--- src/rtl/instr_decoder.sv ---
// Instruction decoder: takes 64-bit instructions from the FIFO and issues
// one command per instruction to the systolic-array datapath.
module instr_decoder #(
    parameter int MAX_OUT = 4,
    parameter int ADDR_W  = 16
) (
    input  logic              clk,
    input  logic              rst,
    input  logic [63:0]       instr_in,
    input  logic              instr_valid,
    output logic              instr_ready,
    output logic              cmd_valid,
    input  logic              cmd_ready,
    output logic [1:0]        cmd_op,
    output logic [ADDR_W-1:0] cmd_addr,
    output logic [7:0]        cmd_len,
    input  logic              op_done,
    output logic              busy,
    output logic              halted,
    output logic              err_illegal,
    output logic [15:0]       retired
);

    typedef enum logic [1:0] {
        S_IDLE,
        S_ISSUE,
        S_WAIT_SYNC,
        S_HALTED
    } state_t;

    localparam logic [3:0] MAX_CNT = 4'(MAX_OUT);

    state_t              state_q, state_d;
    logic [3:0]          out_q, out_d;
    logic                cmd_valid_q, cmd_valid_d;
    logic [1:0]          cmd_op_q, cmd_op_d;
    logic [ADDR_W-1:0]   cmd_addr_q, cmd_addr_d;
    logic [7:0]          cmd_len_q, cmd_len_d;
    logic                busy_q, busy_d;
    logic                halted_q, halted_d;
    logic                err_q, err_d;
    logic [15:0]         retired_q, retired_d;

    logic       accept;
    logic       cmd_hs;
    logic [3:0] opcode;
    logic       unused_rsvd;

    assign opcode      = instr_in[63:60];
    assign unused_rsvd = ^instr_in[35:0];
    assign instr_ready = !rst && (state_q == S_IDLE) && (out_q < MAX_CNT);
    assign accept      = instr_valid && instr_ready;
    assign cmd_hs      = cmd_valid_q && cmd_ready;

    always_comb begin
        state_d    = state_q;
        out_d      = out_q;
        cmd_op_d   = cmd_op_q;
        cmd_addr_d = cmd_addr_q;
        cmd_len_d  = cmd_len_q;
        halted_d   = halted_q;
        err_d      = err_q;
        retired_d  = retired_q;

        unique case (state_q)
            S_IDLE: begin
                if (accept) begin
                    unique case (opcode)
                        4'd0: retired_d = retired_q + 16'd1;
                        4'd1, 4'd2, 4'd3, 4'd4: begin
                            // opcodes 1..4 map onto cmd_op 0..3
                            cmd_op_d   = opcode[1:0] - 2'd1;
                            cmd_addr_d = instr_in[59:44];
                            cmd_len_d  = instr_in[43:36];
                            state_d    = S_ISSUE;
                        end
                        4'd5: begin
                            retired_d = retired_q + 16'd1;
                            state_d   = S_WAIT_SYNC;
                        end
                        4'd15: begin
                            retired_d = retired_q + 16'd1;
                            halted_d  = 1'b1;
                            state_d   = S_HALTED;
                        end
                        default: err_d = 1'b1;
                    endcase
                end
            end
            S_ISSUE: begin
                if (cmd_hs) begin
                    retired_d = retired_q + 16'd1;
                    state_d   = S_IDLE;
                end
            end
            S_WAIT_SYNC: begin
                if (out_q == 4'd0) state_d = S_IDLE;
            end
            S_HALTED: state_d = S_HALTED;
            default:  state_d = S_IDLE;
        endcase

        // a completion with nothing outstanding is ignored
        if (cmd_hs && !op_done) begin
            out_d = out_q + 4'd1;
        end else if (!cmd_hs && op_done && out_q != 4'd0) begin
            out_d = out_q - 4'd1;
        end

        cmd_valid_d = (state_d == S_ISSUE);
        busy_d      = (state_d != S_IDLE) || (out_d != 4'd0);
    end

    always_ff @(posedge clk or posedge rst) begin
        if (rst) begin
            state_q     <= S_IDLE;
            out_q       <= 4'd0;
            cmd_valid_q <= 1'b0;
            cmd_op_q    <= 2'd0;
            cmd_addr_q  <= '0;
            cmd_len_q   <= 8'd0;
            busy_q      <= 1'b0;
            halted_q    <= 1'b0;
            err_q       <= 1'b0;
            retired_q   <= 16'd0;
        end else begin
            state_q     <= state_d;
            out_q       <= out_d;
            cmd_valid_q <= cmd_valid_d;
            cmd_op_q    <= cmd_op_d;
            cmd_addr_q  <= cmd_addr_d;
            cmd_len_q   <= cmd_len_d;
            busy_q      <= busy_d;
            halted_q    <= halted_d;
            err_q       <= err_d;
            retired_q   <= retired_d;
        end
    end

    assign cmd_valid   = cmd_valid_q;
    assign cmd_op      = cmd_op_q;
    assign cmd_addr    = cmd_addr_q;
    assign cmd_len     = cmd_len_q;
    assign busy        = busy_q;
    assign halted      = halted_q;
    assign err_illegal = err_q;
    assign retired     = retired_q;

endmodule

--- config.mk ---
export PLATFORM = sky130hd
export DESIGN_NAME = instr_decoder
export DESIGN_NICKNAME = d
export VERILOG_FILES = /design/src/rtl/instr_decoder.sv
export SDC_FILE = /design/constraint.sdc
export NUM_CORES = 1
export LEC_CHECK = 0
export CAP_MARGIN = 15
export CORE_ASPECT_RATIO = 1.2
export CORE_UTILIZATION = 44
export CTS_CLUSTER_DIAMETER = 80
export DETAILED_ROUTE_END_ITERATION = 8
export PLACE_DENSITY_LB_ADDON = 0.12
export SKIP_CTS_REPAIR_TIMING = 1
export SYNTH_ARGS = -nofsm -noshare
export SYNTH_HDL_FRONTEND = slang
export SYNTH_SLANG_ARGS = --single-unit
--- constraint.sdc ---
create_clock -name clk -period 5.93 [get_ports clk]
set_clock_uncertainty 0.2 [all_clocks]
set_input_delay 0.8895 -clock clk [delete_from_list [all_inputs] [get_ports clk]]
set_output_delay 0.8895 -clock clk [all_outputs]
set_load 0.01 [all_outputs]
**Word-level counts from Yosys, hierarchy flattened**

Cells that the tools add are included.

- Register bits after elaboration: 52
- Latch bits: 0
- Memory bits (writable): 0
- Memory bits (read-only): 0
- Bits of input ports: 69
- Output and inout port bits: 47
- Logic and storage cells: 65
- Memories: 0

- $add $sub $neg: 4
- Multiply operators: 0
- Div/mod/pow operators: 0
- Order comparisons: 1
- Equal/unequal tests: 13
- Shifts and indexed selects: 0
- Mux-type cells: 11
- Bitwise operators: 1
- Reductions and logical operators: 25

Operators with widths:

| cell | count |
|---|---|
| 2-to-1 mux 16 bit | 3 |
| case mux 16 bit (2 select lines) | 1 |
| adder 16 x 1 -> 16 bit, second input constant | 1 |
| AND reduction 3 bit | 3 |
| == test 4 x 2 -> 1 bit, second input constant | 2 |
| == test 4 x 3 -> 1 bit, second input constant | 2 |
| zero test 4 bit | 2 |
| 2-to-1 mux 4 bit | 2 |
| case mux 2 bit (4 select lines) | 1 |
| nonzero test 4 bit | 2 |
| logical AND 1 bit | 7 |
| OR reduction 7 bit | 1 |
| 2-to-1 mux 2 bit | 3 |
| inequality test 2 bit, second input constant | 3 |
| case mux 2 bit (3 select lines) | 1 |
| adder 4 x 1 -> 4 bit, second input constant | 1 |
| == test 2 x 1 -> 1 bit, second input constant | 2 |
| == test 2 bit, second input constant | 2 |
| == test 4 x 1 -> 1 bit, second input constant | 1 |
| == test 4 bit, second input constant | 1 |
| < comparator 4 x 3 -> 1 bit, second input constant | 1 |
| AND reduction 4 bit | 1 |
| nonzero test 2 bit | 2 |
| OR reduction 4 bit | 1 |
| 7 further kinds | 9 |

**Longest topological paths before layout**

- Depth after elaboration: 8
- Depth in mapped cells: 9
- Depth with buffers taken out: 7

**Worst setup path before layout**

OpenSTA, ideal clock, no wires.

- Path type: input port to flip-flop
- Start: in instr_in[60]
- End: reg cmd_addr_q[0] (netlist: cmd_addr[0])
- Data arrival time: 2,169 ps
- Data required time: 5,605 ps
- Path slack: 3,436 ps
- Stages on the path: 7
- Buffers on the path: 2
- Cell sequence: ha_1 > nor4_1 > a211o_2 > nand2b_4 > buf_6 > buf_6 > mux2_4

- Word-level cells in the longest chain between the ends: 3

Ends and longest elaborated chain:

| item | RTL line | source |
|---|---|---|
| from (decl) | 9 | `input logic [63:0] instr_in,` |
| == test 4 x 1 -> 1 bit, or another cell as far along | 68 | `unique case (opcode)` |
| OR reduction 4 bit (*) | 68 |  |
| AND reduction 3 bit (no source line) (*) | -- |  |
| to (signal assigned) | 131 | `cmd_addr_q <= cmd_addr_d;` |
| to (decl) | 37 | `logic [ADDR_W-1:0] cmd_addr_q, cmd_addr_d;` |

Every way passes the cells marked *; elsewhere a longest branch is shown, timed or not.
A chain may end at the register's enable or synchronous reset.

**Final worst setup path**

- Start: in rst
- End: out instr_ready

- Word-level cells in the longest chain between the ends: 3

Ends and longest elaborated chain:

| item | RTL line | source |
|---|---|---|
| from (decl) | 8 | `input logic rst,` |
| zero test 1 bit (no source line) | -- |  |
| logical AND 1 bit (2 in series) | 51 | `assign instr_ready = !rst && (state_q == S_IDLE) && (out_q < MAX_CNT);` |
| to (decl) | 11 | `output logic instr_ready,` |

Every way passes these cells.

==> results.md <==
* Run status: completed
* # IOs at 116
* Post-route setup slack at 2.70 ns
* Final min period at roughly 3.2 ns
* Mean Syn Cell Area at ~13 sq um
* Synth-to-Final Area Change at 37.0%
* HPWL Detailed at about 3300 microns
* Net Count, Synth at 264
* Port buffer count at 79
* CP Capture Type: primary output
* Ys async rst share at 1.00
* Most frequent cell on the critical path: clkdlybuf4s50_1
* Maximum clock rate at roughly 0.31 GHz
* WP buf/inv at 2
* Hold worst-path end: retired[15]
* Dpl ws at 2.70 ns
* Setup TNS at 0 ns
* First-pass GRT wire length at approximately 8000 microns
* Clk sinks at 52
* Post-synthesis sequential area ratio at 0.532
* Crit path cell chain: clkdlybuf4s50_1 > nor2_1 > and2_1 > clkdlybuf4s50_1
* Hold Path Stages at 1
* DR pass1 iterations at 4
* Crit Reg-Reg Startpoint: out_q[0]
* RePlAce Congestion at 0.762
* ANT cells at 0
* Slowest stage delay, CP at 0.53 ns
* Clock Path Buffers at 2
* Synth Warn # at 0
* Slew HR at 0.701
* Worst Min Path Start: retired[15]
* Core ar. at 5330 sq um
* Most used DFF post-synth: dfrtp_1
* Total Die Area at 5860 sq um
* DR DRC count at 0
* Ranking of synthesized cells by area: dfrtp_1 (53%), mux2_4 (9.8%), xnor2_1 (5.4%)
* Min-Delay Path Class: reg -> reg
* Actual slew at the worst max-slew pin at roughly 0.45 ns
* Most frequent cells in the layout: clkdlybuf4s50_1 (79), dfrtp_1 (52), mux2_4 (16), xnor2_1 (15), nand2_1 (11)
* Placed inst area at 3250 sq um
* CP required at 4.84 ns
* FF/Latch Area at 1300 sq um
* Initial core utilization at 0.459
* Number of synthesized flops with an enable pin at 0
* Largest delay share family, worst path: buffers and inverters
* Total track usage at 0.172
* Row count at 29
* Root Buffer: clkbuf_8
* Largest net degree at the start of global routing at 53
* Overflow after GRT at 0
* Period utilization at 0.545
* Min Hold Slack at 0.276 ns
* Final Hold Fails at 0
* Reg-to-reg setup timing slack at 3.71 ns
* Yosys cell types at 42
* CP Class: in -> out
* Flops & latches, synth at 52
* Iter 0 DRT Violations at roughly 110
* Fraction of layout cells with a size suffix above 1 at 0.156
* Commonest non-fill, non-tap cell in the layout: clkdlybuf4s50_1
* Post-synth top area share at 0.532
* Worst Path Arrival at 2.14 ns
* Worst Path Max Fanout at 3
* Max Cap Viol at 0
* CTS tree: done
* Fillers at 436
* Clock transition at path regs at 0.08 ns
* Fin area at 3350 sq um
* Wire per inst at roughly 14 microns
* Routed wire length at 4710 microns
* RSZ-0062 raised after global routing: no
* P_leak at 1.52 nW
* # nets final at around 350
* R2r endpoint: busy
* H-tree level count at 2
* CTS buffer count at 5
* R2r worst-path depth at 7
* Vias/cell at 5.22
* Vias in the first global route at around 1,700
* Largest area contributor in the netlist: dfrtp_1
* Mapped Cells at 188
* P per Cell Area at 402 nW/um^2
* Power, Total at 1.35 mW
* Worst setup SP type: input pin
* Die Width at 70.1 microns
* Peak VDD IR at 219 uV
* Fin. max-slew vios at 0
* Via count at 1,733
* Detail Route Antenna Nets at 0
* Clock Latency Late Sink at a little under 0.3 ns
* # setup viols final at 0
* Cell Area, Synth at 2450 sq um
* Critical path's slowest cell: clkdlybuf4s50_1
* Multi-input gate area at 1060 sq um
* Initial antenna violation count at 0
* Vert. Die Dim at 83.7 microns
cell usage after synthesis (2+ instances only):
cell     instances
xnor2_1         15
nand4_1          7
nor2b_1          2
and2_1           3
dfrtp_1         52
ha_1             7
a31o_2           2
a21oi_1          5
inv_1            7
and3_1           6
nor2_1           5
o21ai_0          3
nor3_1           2
nand3_1          9
nand2_1         11
mux2_4          16
mux2_2          10
buf_6            2
routing by layer:
metal / wire (microns) / track usage / vias up
li1: - / - / 831
met1: 2060 / 0.218 / 845
met2: 2400 / 0.285 / 52
met3: 217 / 0.0447 / 5
met4: 41 / 0.0564 / 0
met5: 0 / 0 / -
cell families (layout without fill, tap and decap cells):
kind of cell	Yosys count	in the layout	share of synthesized area
multiplexers	26	26	0.144
XOR/XNOR	16	16	0.0573
AND/OR/NAND/NOR	55	55	0.131
AO/OA/AOI/OAI	20	20	0.0645
flip-flops	52	52	0.532
buffers and inverters	12	94	0.0353
adder cells (fa/ha/maj)	7	7	0.0358
where the power goes:
| group | internal (mW) | total, mW | switching (mW) |
|---|---|---|---|
| clock | 0.0805 | 0.188 | 0.108 |
| sequential | 0.484 | 0.575 | 0.0914 |
| combinational | 0.368 | 0.582 | 0.214 |
| total | 0.933 | 1.35 | 0.413 |
metrics by stage:
stage | instances | utilization
detailed placement | 324 | 0.610
global route | 332 | 0.628
finish | 332 | 0.628
CTS | 331 | 0.625
global placement | 324 | 0.610
floorplan | 188 | -
how the worst max path moves through the flow:
| stage | start | end | slack, ns | cells after the start |
|---|---|---|---|---|
| 2_1_floorplan | instr_in[60] | cmd_addr[0] | 3.44 | 7 |
| 3_3_place_gp | rst | instr_ready | 2.71 | 4 |
| 3_5_place_dp | rst | instr_ready | 2.70 | 4 |
| 4_1_cts | rst | instr_ready | 2.69 | 4 |
| 5_1_grt | rst | instr_ready | 2.63 | 4 |
| 6_report | rst | instr_ready | 2.70 | 4 |
final cells by class:
type                            count  area share
Clock inverter                      1     0.00149
Tap cell                           62      0.0231
Clock buffer                        6      0.0216
Sequential cell                    52       0.388
Timing Repair Buffer               80       0.242
Multi-Input combinational cell    124       0.316
Inverter                            7     0.00784
worst register-to-register path: cells and delay by family, from the launching register on:
kind	cells	cell delay, ns
fa+ha+maj	1	0.24
xor+xnor	1	0.11
buf+inv	1	0.08
compound gates	1	0.21
flops	1	0.44
simple gates	3	0.82
flip-flops by register name, summed over array words and instances, names as in the netlist:
name	flops
cmd_valid	1
cmd_op	2
out_q	4
state_q	2
err_illegal	1
cmd_len	8
cmd_addr	16
busy	1
retired	16
halted	1
No activity file was read; power rests on OpenSTA's default activity.
